$ cat src/rtl/fifo_bitplane_drain_ctrl.sv
// fifo_bitplane_drain_ctrl
// Read-side scheduler for the two-group SP/MP/CP bitplane FIFO bank.
// Groups are drained strictly in ping-pong order (0,1,0,1,...). Within a
// group the SP, MP and CP FIFOs are read in that order. Every word goes
// through a 2-entry skid buffer onto a valid/ready stream tagged with its
// group and pass. A fully drained group is handed back with grp_free.
//
// Ports
//   rd_clk, rst_syn_n          clock, synchronous active-low reset
//   grp_ready[1:0]             writer finished filling group g (1-cycle pulse)
//   len_sp/len_mp/len_cp       word counts of the flagged group, taken with the pulse
//   empty_*_{0,1}              FIFO empty flags
//   dout_*_{0,1}               FIFO read data, valid the cycle after rd_en
//   rd_en_*_{0,1}              FIFO read enables, at most one high per cycle
//   out_data/valid/ready       drained word stream
//   out_group/out_pass/out_last tags of the head word (pass 1=SP, 2=MP, 3=CP)
//   grp_free[1:0]              group g released to the writer (1-cycle pulse)
//   busy                       scheduler not idle
//   err_ovf                    sticky: grp_ready for a group still pending/active
module fifo_bitplane_drain_ctrl #(
   parameter int LEN_W = 9
) (
   input  logic             rd_clk,
   input  logic             rst_syn_n,
   input  logic [1:0]       grp_ready,
   input  logic [LEN_W-1:0] len_sp,
   input  logic [LEN_W-1:0] len_mp,
   input  logic [LEN_W-1:0] len_cp,
   input  logic             empty_sp_0,
   input  logic             empty_mp_0,
   input  logic             empty_cp_0,
   input  logic             empty_sp_1,
   input  logic             empty_mp_1,
   input  logic             empty_cp_1,
   input  logic [15:0]      dout_sp_0,
   input  logic [15:0]      dout_mp_0,
   input  logic [15:0]      dout_cp_0,
   input  logic [15:0]      dout_sp_1,
   input  logic [15:0]      dout_mp_1,
   input  logic [15:0]      dout_cp_1,
   output logic             rd_en_sp_0,
   output logic             rd_en_mp_0,
   output logic             rd_en_cp_0,
   output logic             rd_en_sp_1,
   output logic             rd_en_mp_1,
   output logic             rd_en_cp_1,
   output logic [15:0]      out_data,
   output logic             out_valid,
   input  logic             out_ready,
   output logic             out_group,
   output logic [1:0]       out_pass,
   output logic             out_last,
   output logic [1:0]       grp_free,
   output logic             busy,
   output logic             err_ovf
);

   typedef enum logic [2:0] {S_IDLE, S_SP, S_MP, S_CP, S_DONE} state_t;

   typedef struct packed {
      logic       grp;
      logic [1:0] pass;
      logic       last;
   } tag_t;

   typedef struct packed {
      logic [15:0] data;
      logic        grp;
      logic [1:0]  pass;
      logic        last;
   } ent_t;

   // [group][pass index 0=SP,1=MP,2=CP]
   logic [1:0][2:0]             empty_v;
   logic [1:0][2:0][15:0]       dout_v;
   logic [1:0][2:0]             rd_vec;
   logic [1:0][2:0][LEN_W-1:0]  len_q;

   assign empty_v[0] = {empty_cp_0, empty_mp_0, empty_sp_0};
   assign empty_v[1] = {empty_cp_1, empty_mp_1, empty_sp_1};
   assign dout_v[0]  = {dout_cp_0, dout_mp_0, dout_sp_0};
   assign dout_v[1]  = {dout_cp_1, dout_mp_1, dout_sp_1};

   assign rd_en_sp_0 = rd_vec[0][0];
   assign rd_en_mp_0 = rd_vec[0][1];
   assign rd_en_cp_0 = rd_vec[0][2];
   assign rd_en_sp_1 = rd_vec[1][0];
   assign rd_en_mp_1 = rd_vec[1][1];
   assign rd_en_cp_1 = rd_vec[1][2];

   state_t           state;
   logic [1:0]       pending;
   logic             nxt_grp;
   logic             cur_grp;
   logic [LEN_W-1:0] rem;       // reads still to issue in the current pass
   logic             inflight;  // read issued last cycle, data on dout now
   tag_t             inf_tag;
   logic [1:0]       inf_idx;
   ent_t [1:0]       skid;      // [0] is the head
   logic [1:0]       occ;

   logic             in_pass;
   logic [1:0]       pass_idx;
   logic             pop;
   logic             room;
   logic             issue;
   ent_t             new_ent;

   always_comb begin
      in_pass  = 1'b0;
      pass_idx = 2'd0;
      case (state)
         S_SP: begin in_pass = 1'b1; pass_idx = 2'd0; end
         S_MP: begin in_pass = 1'b1; pass_idx = 2'd1; end
         S_CP: begin in_pass = 1'b1; pass_idx = 2'd2; end
         default: ;
      endcase
   end

   assign out_valid = (occ != 2'd0);
   assign out_data  = skid[0].data;
   assign out_group = skid[0].grp;
   assign out_pass  = skid[0].pass;
   assign out_last  = skid[0].last;

   assign pop = out_valid & out_ready;

   // The word in flight already owns a skid slot; a same-cycle pop frees one.
   assign room  = ({1'b0, occ} + {2'b00, inflight}) < (3'd2 + {2'b00, pop});
   assign issue = in_pass && (rem != '0) && !empty_v[cur_grp][pass_idx] && room;

   always_comb begin
      rd_vec = '0;
      if (issue) rd_vec[cur_grp][pass_idx] = 1'b1;
   end

   assign inf_idx = inf_tag.pass - 2'd1;
   assign new_ent = '{data: dout_v[inf_tag.grp][inf_idx],
                      grp:  inf_tag.grp,
                      pass: inf_tag.pass,
                      last: inf_tag.last};

   always_ff @(posedge rd_clk) begin
      if (!rst_syn_n) begin
         state    <= S_IDLE;
         pending  <= '0;
         nxt_grp  <= 1'b0;
         cur_grp  <= 1'b0;
         rem      <= '0;
         len_q    <= '0;
         inflight <= 1'b0;
         inf_tag  <= '0;
         skid     <= '0;
         occ      <= 2'd0;
         grp_free <= 2'b00;
         busy     <= 1'b0;
         err_ovf  <= 1'b0;
      end else begin
         grp_free <= 2'b00;

         // A group is busy until the cycle after its release, so a pulse
         // coinciding with grp_free is still an overflow.
         for (int g = 0; g < 2; g++) begin
            if (grp_ready[g]) begin
               if (pending[g] || grp_free[g]) begin
                  err_ovf <= 1'b1;
               end else begin
                  pending[g] <= 1'b1;
                  len_q[g]   <= {len_cp, len_mp, len_sp};
               end
            end
         end

         inflight     <= issue;
         inf_tag.grp  <= cur_grp;
         inf_tag.pass <= pass_idx + 2'd1;
         inf_tag.last <= (rem == LEN_W'(1));

         case ({inflight, pop})
            2'b10: begin
               skid[occ[0]] <= new_ent;
               occ          <= occ + 2'd1;
            end
            2'b01: begin
               skid[0] <= skid[1];
               occ     <= occ - 2'd1;
            end
            2'b11: begin
               if (occ == 2'd2) begin
                  skid[0] <= skid[1];
                  skid[1] <= new_ent;
               end else begin
                  skid[0] <= new_ent;
               end
            end
            default: ;
         endcase

         case (state)
            S_IDLE: begin
               if (pending[nxt_grp]) begin
                  cur_grp <= nxt_grp;
                  rem     <= len_q[nxt_grp][0];
                  state   <= S_SP;
                  busy    <= 1'b1;
               end
            end
            S_SP, S_MP, S_CP: begin
               if (issue) rem <= rem - 1'b1;
               // Leave on the cycle the final read issues so the next pass
               // starts without a bubble; an empty pass costs one cycle.
               if ((rem == '0) || (issue && (rem == LEN_W'(1)))) begin
                  case (state)
                     S_SP: begin
                        state <= S_MP;
                        rem   <= len_q[cur_grp][1];
                     end
                     S_MP: begin
                        state <= S_CP;
                        rem   <= len_q[cur_grp][2];
                     end
                     default: state <= S_DONE;
                  endcase
               end
            end
            S_DONE: begin
               if ((occ == 2'd0) && !inflight) begin
                  grp_free[cur_grp] <= 1'b1;
                  pending[cur_grp]  <= 1'b0;
                  nxt_grp           <= ~nxt_grp;
                  state             <= S_IDLE;
                  busy              <= 1'b0;
               end
            end
            default: state <= S_IDLE;
         endcase
      end
   end

endmodule

$ cat config.mk
export PLATFORM = sky130hd
export DESIGN_NAME = fifo_bitplane_drain_ctrl
export DESIGN_NICKNAME = d
export VERILOG_FILES = /design/src/rtl/fifo_bitplane_drain_ctrl.sv
export SDC_FILE = /design/constraint.sdc
export NUM_CORES = 1
export LEC_CHECK = 0
export CAP_MARGIN = 20
export CORE_ASPECT_RATIO = 1.1
export CORE_MARGIN = 1.5
export CORE_UTILIZATION = 54
export DETAILED_ROUTE_END_ITERATION = 6
export PLACE_DENSITY = 0.86
export SYNTH_ARGS = -nofsm -noshare
export SYNTH_HDL_FRONTEND = slang
export SYNTH_SLANG_ARGS = --single-unit
$ cat constraint.sdc
create_clock -name rd_clk -period 3.8 [get_ports rd_clk]
set_input_delay 0.76 -clock rd_clk [delete_from_list [all_inputs] [get_ports rd_clk]]
set_output_delay 0.76 -clock rd_clk [all_outputs]
set_load 0.05 [all_outputs]
Word level (Yosys, flattened, before mapping)
Cells that the tools add are included.
{"block": "classes", "magnitude_cmp": 10, "reduce_logical": 33, "muxes": 56, "eq_ne": 13, "addsub": 7, "bitwise_logic": 6}
{"operator": "2-to-1 mux 48 bit", "count": 2}
{"operator": "2-to-1 mux 20 bit", "count": 3}
{"operator": "case mux 20 bit (3 select lines)", "count": 1}
{"operator": "2-to-1 mux 27 bit", "count": 2}
{"operator": "2-to-1 mux 9 bit", "count": 5}
{"operator": "bitwise mux 40 bit", "count": 1}
{"operator": "case mux 20 bit (2 select lines)", "count": 1}
{"operator": "case mux 9 bit (2 select lines)", "count": 2}
{"operator": "binary-select mux 16 bit (select 2 bit)", "count": 1}
{"operator": "demux 20 bit (select 1 bit)", "count": 1}
{"operator": "2-to-1 mux 1 bit", "count": 18}
{"operator": "2-to-1 mux 3 bit", "count": 6}
{"operator": "2-to-1 mux 16 bit", "count": 1}
{"operator": "AND reduction 2 bit", "count": 6}
{"operator": "nonzero test 2 bit", "count": 5}
{"operator": "== test 9 x 1 -> 1 bit, second input constant", "count": 1}
{"operator": "zero test 9 bit", "count": 1}
{"operator": "case mux 3 bit (3 select lines)", "count": 1}
{"operator": "AND reduction 3 bit", "count": 3}
{"operator": "nonzero test 9 bit", "count": 1}
{"operator": "subtractor 9 x 1 -> 9 bit, second input constant", "count": 1}
{"operator": "logical AND 1 bit", "count": 8}
{"operator": "less-than comparator 1 x 2 -> 1 bit, second input constant", "count": 4}
{"operator": "case mux 2 bit (2 select lines)", "count": 2}
{"operator": "33 further kinds", "count": 48}
{"block": "word_totals", "out_inout_bits": 31, "inputBits": 134, "regBits": 121}

Longest topological paths before layout
Gate-level depths: netlist (run 1).
{"block": "logic_depth", "word_depth": 11, "ltp_mapped": 11, "ltp_nobuf": 8}

Worst setup path after synthesis (run 1)
OpenSTA, ideal clock, no wires.
{"block": "synth_path", "path_type": "reg2out", "from": "reg state[0]", "to": "out rd_en_cp_0", "setup_slack_ps": 20, "t_required_ps": 3040, "t_arrival_ps": 3020, "n_path_buf": 1, "stages_incl_launch_ff": 9, "cell_sequence": "dfxtp_1 -> nand2b_1 -> nand2b_1 -> ha_1 -> nor3_1 -> o2111a_4 -> buf_2 -> nand2_1 -> nor3b_1"}
{"block": "synth_via", "elab_chain_cells": 9, "elab_cells_between_ends": 20}
{"item": "start: declaration", "line": "91", "source": "state_t state;"}
{"item": "start signal: assignment", "line": "145", "source": "state <= S_IDLE;"}
{"item": "start signal: assignment", "line": "204", "source": "state <= S_SP;"}
{"item": "start signal: assignment", "line": "215", "source": "state <= S_MP;"}
{"item": "== test 3 x 2 -> 1 bit", "line": "112", "source": "case (state)"}
{"item": "case mux 2 bit (2 select lines)", "line": "112"}
{"item": "less-than comparator 2 x 3 -> 1 bit (not written as such) / greater-or-equal comparator 2 x 1 -> 1 bit (equally long branches)", "line": "134", "source": "if (issue) rd_vec[cur_grp][pass_idx] = 1'b1;"}
{"item": "logical AND 1 bit (not written as such)", "line": "134"}
{"item": "2-to-1 mux 1 bit (not written as such)", "line": "134"}
{"item": "demux 1 bit (select 2 bit)", "line": "134"}
{"item": "2-to-1 mux 3 bit (not written as such)", "line": "134"}
{"item": "demux 3 bit (select 1 bit)", "line": "134"}
{"item": "2-to-1 mux 6 bit (*)", "line": "134"}
{"item": "end: declaration", "line": "43", "source": "output logic rd_en_cp_0,"}
Mark *: on every way between the ends. The rest lies on a longest branch, timed or not. The select of a mux whose other input is x is not followed.

Worst setup path after layout (run 1)
{"block": "layout_path", "from": "reg state[2]", "to": "out rd_en_mp_1"}
{"block": "layout_via", "elab_chain_cells": 9, "elab_cells_between_ends": 20}
{"item": "== test 3 x 2 -> 1 bit", "line": "112"}
{"item": "case mux 2 bit (2 select lines)", "line": "112"}
{"item": "less-than comparator 2 x 3 -> 1 bit (not written as such) / greater-or-equal comparator 2 x 1 -> 1 bit (equally long branches)", "line": "134"}
{"item": "logical AND 1 bit (not written as such)", "line": "134"}
{"item": "2-to-1 mux 1 bit (not written as such)", "line": "134"}
{"item": "demux 1 bit (select 2 bit)", "line": "134"}
{"item": "2-to-1 mux 3 bit (not written as such)", "line": "134"}
{"item": "demux 3 bit (select 1 bit)", "line": "134"}
{"item": "2-to-1 mux 6 bit (*)", "line": "134"}
{"item": "end: declaration", "line": "45", "source": "output logic rd_en_mp_1,"}
Marked as above.

==> results of run 1 <==
critical path: cells and delay by family, from the launching register on:
family	cells	cell delay, ns
simple gates	3	0.65
mux	1	0.38
compound gates	1	0.39
flops	1	0.71
buf+inv	2	0.33
state kept, by name, summed over array words and instances (netlist names):
name and flops:
rem 9, nxt_grp 1, pending 2, err_ovf 1
grp_free 2, inf_tag 4, out_last 1, state 3
len_q 54, skid 20, busy 1, inflight 1
out_pass 2, out_data 16, occ 2, out_group 1
cur_grp 1
synth_stat cells, types with 3 or more instances:
cell / count
nand2_1: 167
dfxtp_1: 121
a21boi_0: 55
clkbuf_1: 54
mux2_2: 31
o21ai_0: 30
mux2i_1: 29
and2_1: 24
o211a_1: 21
a21oi_1: 20
nor2b_1: 20
a22oi_1: 19
buf_4: 18
o211ai_1: 16
a21o_1: 14
a221oi_1: 14
ha_1: 13
nor2_1: 12
nor3_1: 12
inv_1: 10
xnor2_1: 9
a211oi_1: 7
buf_1: 7
and3_1: 6
nand2b_1: 6
a22o_1: 5
buf_2: 5
nor3b_1: 5
nand4_1: 4
nand3_1: 3
nand3b_1: 3
nor4_1: 3
o21ai_1: 3
o41ai_2: 3
cells by family after synthesis:
logic type / share of synthesized area, %
fa+ha+maj: 2.39
mux: 10.0
flops: 35.5
simple gates: 18.9
buf+inv: 6.42
xor+xnor: 1.41
compound gates: 25.3
per-stage QoR:
| step | total power [uW] | cell area, um^2 | hold WS [ns] | setup WS (ns) |
|---|---|---|---|---|
| after detailed placement | 3830 | 8440 | 0.455 | 0.345 |
| after CTS | 5570 | 9080 | 0.463 | 0.175 |
| after floorplan | 3240 | 6820 | 0.439 | 0.0200 |
| final | 5560 | 9110 | 0.460 | 0.156 |
| after global routing | 5840 | 9110 | 0.483 | 0.00915 |
| after global placement | 3800 | 8440 | 0.446 | 0.408 |
routing by layer:
| metal | vias up | routed length (um) | global-route usage (%) |
|---|---|---|---|
| met5 | - | 0 | 0 |
| met3 | 52 | 1520 | 6.85 |
| met1 | 2918 | 7200 | 31.7 |
| met2 | 227 | 9280 | 50.5 |
| li1 | 3072 | - | - |
| met4 | 0 | 650 | 14.8 |
cell type report:
type,count,area (um^2),area share (%)
multi-input combinational,588,3960,43.5
sequential,121,2420,26.6
timing repair buffer,184,1860,20.4
clock buffer,18,439,4.82
clock inverter,14,198,2.17
tap,154,193,2.11
inverter,10,37.5,0.412
path summary, 6_finish.rpt:
| kind | startpoint | endpoint | cells past startpoint |
|---|---|---|---|
| worst max-delay path | state[2]$_SDFFE_PN0P_ | rd_en_mp_1 | 7 |
| worst max register to register | state[2]$_SDFFE_PN0P_ | rem[7]$_SDFFE_PN0P_ | 8 |
| worst min register to register | len_q[1]$_SDFFE_PN0P_ | len_q[1]$_SDFFE_PN0P_ | 2 |
| worst min-delay path | len_q[1]$_SDFFE_PN0P_ | len_q[1]$_SDFFE_PN0P_ | 2 |
report_power, final:
part           internal (uW)  switching [uW]  leakage (uW)
sequential              1450             159      0.000986
combinational            920            1310       0.00230
clock                   1120             594      0.000306
total                   3490            2070       0.00359
timing repair:
action                                  CTS  global route
buffers inserted                          1             0
endpoints found under the setup margin    3             0
hold buffers                              0             0
cell usage in the layout, fill, tap and decap left out, types with 3 or more instances in the layout:
| cell | netlist | routed |
|---|---|---|
| nand2_1 | 167 | 167 |
| clkdlybuf4s50_1 | 0 | 157 |
| dfxtp_1 | 121 | 121 |
| a21boi_0 | 55 | 55 |
| mux2_2 | 31 | 31 |
| o21ai_0 | 30 | 30 |
| mux2i_1 | 29 | 29 |
| and2_1 | 24 | 24 |
| o211a_1 | 21 | 21 |
| a22oi_1 | 19 | 19 |
| nor2b_1 | 20 | 19 |
| a21oi_1 | 20 | 19 |
| buf_4 | 18 | 18 |
| clkbuf_16 | 0 | 17 |
| o211ai_1 | 16 | 16 |
| a221oi_1 | 14 | 14 |
| a21o_1 | 14 | 14 |
| ha_1 | 13 | 13 |
| nor2_1 | 12 | 12 |
| nor3_1 | 12 | 12 |
| inv_1 | 10 | 10 |
| xnor2_1 | 9 | 9 |
| a211oi_1 | 7 | 7 |
| nand2b_1 | 6 | 6 |
| and3_1 | 6 | 6 |
| buf_12 | 0 | 6 |
| nor3b_1 | 5 | 5 |
| a22o_1 | 5 | 5 |
| clkinv_4 | 0 | 5 |
| nand4_1 | 4 | 4 |
| bufinv_16 | 0 | 4 |
| nand3b_1 | 3 | 3 |
| nand3_1 | 3 | 3 |
| o41ai_2 | 3 | 3 |
| nor4_1 | 3 | 3 |
| o21ai_1 | 3 | 3 |
==> results_dict.tcl, run 1 <==
set metrics [dict create \
    status "finished, final reports clean" \
    slowest_delay_ns 0.71 \
    area_growth_pct 33.7 \
    clk_pin_slew_ns 0.06 \
    stdcell_count 1089 \
    vias_per_cell 5.76 \
    cts_buffers 17 \
    ys_async_sr_fraction_pct 0 \
    grt_max_degree 54 \
    synth_ff_type "dfxtp_1" \
    initial_utilization_pct 55.9 \
    dr.first_iter.drc_count 529 \
    skew_ns 0.00833 \
    cts_buffer_depth 2 \
    clk-insertion-delay-late_ns 0.42 \
    fin_tns_setup_ns 0 \
    antenna_cells 0 \
    die_w_um 110 \
    cp_cell_sequence "nand3b_1, buf_4, mux2_2, o2111ai_1, nor2_1, and3_1, buf_12" \
    syn-num-nets 951 \
    post_drt_wl_per_cell_um 17.1 \
    drive_above_1_share_pct 11.7 \
    postRouteAntennaNets 0 \
    synth_top_cell_area_share_pct 35.5 \
    ctsResizeCount 0 \
    p_per_area_mw_per_mm2 610 \
    num_vias 6269 \
    dr.pass1.iters 5 \
    core_mm2 0.0122 \
    crit_path_end_kind "output port" \
    reg2reg_slack_ns 0.64 \
    rsz0062_at_grt "false" \
    dieArea_mm2 0.0133 \
    timing.fmax_ghz 0.274 \
    dp_hpwl_um 12700 \
    syn_area_per_cell_um2 8.48 \
    finalCriticalPeriod_ns 3.64 \
    crit_arrival_ns 2.88 \
    ys_ff_latch 121 \
    gp_congestion 0.856 \
    ir_drop_mv 0.429 \
    place_inst 1054 \
    start_kind "flop" \
    postLayoutCoreUtil_pct 74.8 \
    h-tree-depth 4 \
    cts_sinks 121 \
    tightest_slew_ns 1.07 \
    path_class "flop to output port" \
    netlist_area_mm2 0.00682 \
    drc_errors 0 \
    io_pins 165 \
    postSynthCellCount 804 \
    ys_types 62 \
    synth_edf_count 0 \
    setup_violations 0 \
    power.leakage_uw 0.00359 \
    grt_pass1_wl_um 29800 \
    drv_cap 0 \
    yosys-top-cells-area "dfxtp_1, nand2_1, a21boi_0" \
    overflow 0 \
    port_buffers 164 \
    nFillCells 890 \
    nets 1069 \
    max_slew_margin_pct 28.2 \
    post-route-period-util_pct 95.9 \
    hold_viol_final 0 \
    worstHoldPathType "flop to flop" \
    cp_max_fo 20 \
    yosys_warnings 0 \
    critical_path_required_ns 3.04 \
    grt_pass1_vias 6101 \
    yosysSeqAreaShare_pct 35.5 \
    finalWirelength_um 18700 \
    std_cell_rows 42 \
    crit_slowest_cell "dfxtp_1" \
    die_h_um 121 \
    cts_tree "yes" \
    synth_largest_area_cell "dfxtp_1" \
    root_buffer "clkbuf_16" \
    grt_usage_pct 28.7 \
    antenna_found_initial 0 \
    slew_viol_final 0 \
]
Note: power is estimated with default switching activity, not from simulation.
==> inputs of run 2 (changes only) <==
--- a/config.mk
+++ b/config.mk
@@ -14,3 +14,4 @@
 export SYNTH_ARGS = -nofsm -noshare
 export SYNTH_HDL_FRONTEND = slang
 export SYNTH_SLANG_ARGS = --single-unit
+export TNS_END_PERCENT = 30
==> constraint.sdc (replaced) <==
create_clock -name rd_clk -period 3.8 [get_ports rd_clk]
set_input_delay 0.38 -clock rd_clk [delete_from_list [all_inputs] [get_ports rd_clk]]
set_output_delay 0.38 -clock rd_clk [all_outputs]
set_load 0.05 [all_outputs]
==> run 2 against run 1 <==
  * Clock power down 8%
  * Core utilization fell by 0.77 points
  * Final area is 1.0% lower
  * Clock skew down 0.0025 ns
  * Sequential power barely moved
  * Global-route usage fell by 1.3 points
  * Combinational power shrank 2%
  * Worst hold slack worse by 0.0017 ns
  * Final cell count decreased by 0.46%
  * Register-to-register slack about the same
  * Sequential share of layout area grew 0.28 points
==> results_dict.tcl, run 2 (synthesized netlist as in run 1, its figures left out) <==
set metrics [dict create \
    status "finished, final reports clean" \
    p_per_area_mw_per_mm2 598 \
    cts_tree "yes" \
    initial_utilization_pct 55.9 \
    grt_pass1_wl_um 28300 \
    cp_max_fo 18 \
    crit_start "state[0]$_SDFFE_PN0P_" \
    crit_path_end_kind "output port" \
    layout_common_cells "nand2_1, clkdlybuf4s50_1, dfxtp_1" \
    stdcell_count 1084 \
    cts_buffers 17 \
    post_drt_wl_per_cell_um 16.8 \
    setup_violations 0 \
    grt_max_degree 86 \
    clkPwrFrac_pct 29.2 \
    grt_pass1_vias 5876 \
    layout_commonest_cell "nand2_1" \
    largest-register "len_q" \
    slew_viol_final 0 \
    std_cell_rows 42 \
    critical_path_required_ns 3.42 \
    num_vias 6256 \
    reg2reg_slack_ns 0.65 \
    rsz0062_at_grt "false" \
    worstRegToRegCells 7 \
    post-route-period-util_pct 91.9 \
    drv_cap 0 \
    path_class "flop to output port" \
    finalCriticalPeriod_ns 3.49 \
    fin_tns_setup_ns 0 \
    die_w_um 110 \
    hold_viol_final 0 \
    tightest_slew_ns 1.06 \
    hold_slack_ns 0.458 \
    drc_errors 0 \
    seqPwrFrac_pct 30.5 \
    die_h_um 121 \
    comb_power_share_pct 40.4 \
    vias_per_cell 5.77 \
    cp.depth 7 \
    ctsResizeCount 0 \
    gp_congestion 0.846 \
    worstHoldPathType "flop to flop" \
    crit_arrival_ns 3.11 \
    dr.pass1.iters 5 \
    antenna_cells 0 \
    setup_slack_ns 0.310 \
    antenna_found_initial 0 \
    postRouteAntennaNets 0 \
    pre_cts_ws_ns 0.713 \
    crit_slowest_cell "dfxtp_1" \
    netSwitchingPower_uw 2060 \
    finalWirelength_um 18200 \
    power.leakage_uw 0.00354 \
    root_buffer "clkbuf_16" \
    start_kind "flop" \
    slowest_delay_ns 0.64 \
    cts_sinks 121 \
    crit_family "simple AND/OR/NAND/NOR gates" \
    post-cts-setup-buffer-count 0 \
    grt_usage_pct 27.4 \
    worstHoldPathCells 2 \
    core_mm2 0.0122 \
    h-tree-depth 4 \
    p_sw_share_pct 38.1 \
    reg2reg_from "state[0]$_SDFFE_PN0P_" \
    overflow 0 \
    drive_above_1_share_pct 11.2 \
    timing.fmax_ghz 0.287 \
    clk-insertion-delay-late_ns 0.41 \
    crit_end "rd_en_sp_0" \
    cp_num_buf_inv 1 \
    skew_ns 0.00585 \
    io_pins 165 \
    port_buffers 164 \
    ctsHoldBuffers 0 \
    place_inst 1051 \
    ir_drop_mv 0.432 \
    postLayoutCoreUtil_pct 74.0 \
    p_int_uw 3340 \
    max_slew_margin_pct 29.0 \
    dieArea_mm2 0.0133 \
    cts_buffer_depth 2 \
    area_growth_pct 32.3 \
    dr.first_iter.drc_count 480 \
    largest_reg_flops 54 \
    worstReg2RegEnd "rem[6]$_SDFFE_PN0P_" \
    clk_pin_slew_ns 0.06 \
    cp_cell_sequence "nand3b_1, ha_1, nor3_1, o2111a_4, nand2_1, nor3b_1, buf_12" \
    dp_hpwl_um 12600 \
    nets 1064 \
]
-- run 2: per-layer routing --
metal / wire (um) / track usage [%]
met1: 7020 / 31.7
met4: 682 / 15.5
met3: 1620 / 5.88
met5: 0 / 0
met2: 8860 / 46.4
-- run 2: worst min-delay path by stage --
| stage | start | endpoint | slack (ns) |
|---|---|---|---|
| after floorplan | len_q[1]$_SDFFE_PN0P_ | len_q[1]$_SDFFE_PN0P_ | 0.44 |
| after global placement | len_q[1]$_SDFFE_PN0P_ | len_q[1]$_SDFFE_PN0P_ | 0.45 |
| after detailed placement | len_q[1]$_SDFFE_PN0P_ | len_q[1]$_SDFFE_PN0P_ | 0.45 |
| after CTS | len_q[1]$_SDFFE_PN0P_ | len_q[1]$_SDFFE_PN0P_ | 0.46 |
| after global routing | len_q[11]$_SDFFE_PN0P_ | len_q[11]$_SDFFE_PN0P_ | 0.48 |
| final | len_q[1]$_SDFFE_PN0P_ | len_q[1]$_SDFFE_PN0P_ | 0.46 |
-- run 2: worst register-to-register path, delay by kind of cell (launching register included) --
kind | cells | cell delay, ns
AOI/OAI and AO/OA | 3 | 1.11
and+or+nand+nor | 3 | 0.99
DFF | 1 | 0.64
adders and majority gates | 1 | 0.30
-- run 2: metrics by stage --
step | area, um^2 | power, uW
6_report | 9020 | 5400
5_1_grt | 9020 | 5670
4_1_cts | 9010 | 5400
3_5_place_dp | 8420 | 3810
3_3_place_gp | 8420 | 3770
2_1_floorplan | 6820 | 3240
-- run 2: final cells by class --
class                           instances  area (um^2)
Multi-Input combinational cell        588         3960
Fill cell                             918         3170
Sequential cell                       121         2420
Timing Repair Buffer                  179         1820
Clock buffer                           18          439
Tap cell                              154          193
Clock inverter                         14          149
Inverter                               10         37.5
-- run 2: power groups by stage --
stage | logic (uW) | registers, uW | clock network [uW]
finish | 2180 | 1640 | 1580
detailed placement | 2140 | 1670 | 0
floorplan | 1610 | 1630 | 0
global route | 2340 | 1670 | 1660
CTS | 2160 | 1640 | 1600
global placement | 2120 | 1660 | 0
==> variant (flow settings as in run 1) <==
The 5 states of `state_t` get a one-hot encoding in 5 bits.
--- a/src/rtl/fifo_bitplane_drain_ctrl.sv
+++ b/src/rtl/fifo_bitplane_drain_ctrl.sv
@@ -55,7 +55,7 @@
    output logic             err_ovf
 );
 
-   typedef enum logic [2:0] {S_IDLE, S_SP, S_MP, S_CP, S_DONE} state_t;
+   typedef enum logic [4:0] {S_IDLE = 5'b00001, S_SP = 5'b00010, S_MP = 5'b00100, S_CP = 5'b01000, S_DONE = 5'b10000} state_t;
 
    typedef struct packed {
       logic       grp;
Check against the original RTL: no difference found for any inputs over 4 cycles, from zero or initial values and one cycle with rst_syn_n low; so few cycles prove little.
==> variant against run 1 <==
Final area is 1.2% lower; routed wire length is 2.8% higher; sequential cell count is 2 higher; area after synthesis is 1.9% lower; via count is 4.7% higher; first-iteration DRC count is 9.5% lower; setup slack worse by 0.071 ns; register-to-register slack better by 0.36 ns; critical endpoint is now rd_en_mp_0.
Power is not compared: it rests on default switching activity, and its combinational part moved more than twofold at a synthesized area within 25%.
==> variant: results <==
{
  "status": "finished clean",
  "muxShareOfSynthArea_pct": 11.5,
  "finClkSkew_ns": 0.00640,
  "met2_usage_pct": 51.8,
  "cpMaxStageDelayCell": "nor3b_1",
  "grtUsageMet3_pct": 7.22,
  "synth_compound_area_share_pct": 22.4,
  "ys_types": 63,
  "wl_per_cell_um": 17.2,
  "grtUsageTotal_pct": 28.9,
  "synthXorXnorAreaFrac_pct": 1.18,
  "multi_input_area_share_pct": 42.2,
  "clk_share_pct": 7.04,
  "nFillCells": 901,
  "synthTopCellsByCount": "nand2_1, dfxtp_1, a21oi_1",
  "wl_met1_um": 6970,
  "multi_input_cells": 615,
  "tightestPinTransition_ns": 1.12,
  "cp.arrival_ns": 2.96,
  "place_ws_ns": 0.276,
  "cts.sinks": 123,
  "grt_pass1_wl_um": 29200,
  "synth_top_cells_by_area": "dfxtp_1, nand2_1, mux2_2",
  "wl_met2_um": 9780,
  "cpPeakStageDelay_ns": 0.44,
  "ys_seq_area_share_pct": 36.8,
  "synth-adder-area-share_pct": 2.25,
  "worstPathMaxFanout": 8,
  "via_per_inst": 5.87,
  "grt_pass1_vias": 5987,
  "seq_area_sq_um": 2460,
  "nonClkBufAreaFrac_pct": 20.9,
  "drive_gt1_share_pct": 11.2,
  "nNonClkInverters": 9,
  "synth_fp_nets": 975,
  "cp_top_family": "simple AND/OR/NAND/NOR gates"
}
[variant: changes by cell type in the layout (fill, tap and decap cells not counted), moves of 7 or more]
cell | before | now
nand2_1 | 167 | 147
o211a_1 | 21 | 1
nor2b_1 | 19 | 7
a21oi_1 | 19 | 78
and2_1 | 24 | 4
a21boi_0 | 55 | 0
o22ai_1 | 1 | 8
nor2_1 | 12 | 76
[variant: worst paths after layout]
kind	startpoint	to	slack, ns	cells past startpoint
worst min-delay path	len_q[4]	len_q[4]	0.45	2
worst max register to register	state[1]	rem[1]	1.00	10
worst max-delay path	state[1]	rd_en_mp_0	0.08	7
worst min register to register	len_q[4]	len_q[4]	0.45	2
[variant: stage by stage]
step | std cells | TNS (ns) | power [uW] | cell area [sq um]
after floorplan | 829 | -0.326 | 1830 | 6690
final | 1117 | 0 | 3800 | 9000
after detailed placement | 1083 | 0 | 2100 | 8340
after global routing | 1117 | -0.0854 | 3940 | 9000
after global placement | 1083 | 0 | 2090 | 8340
after CTS | 1115 | 0 | 3810 | 8970
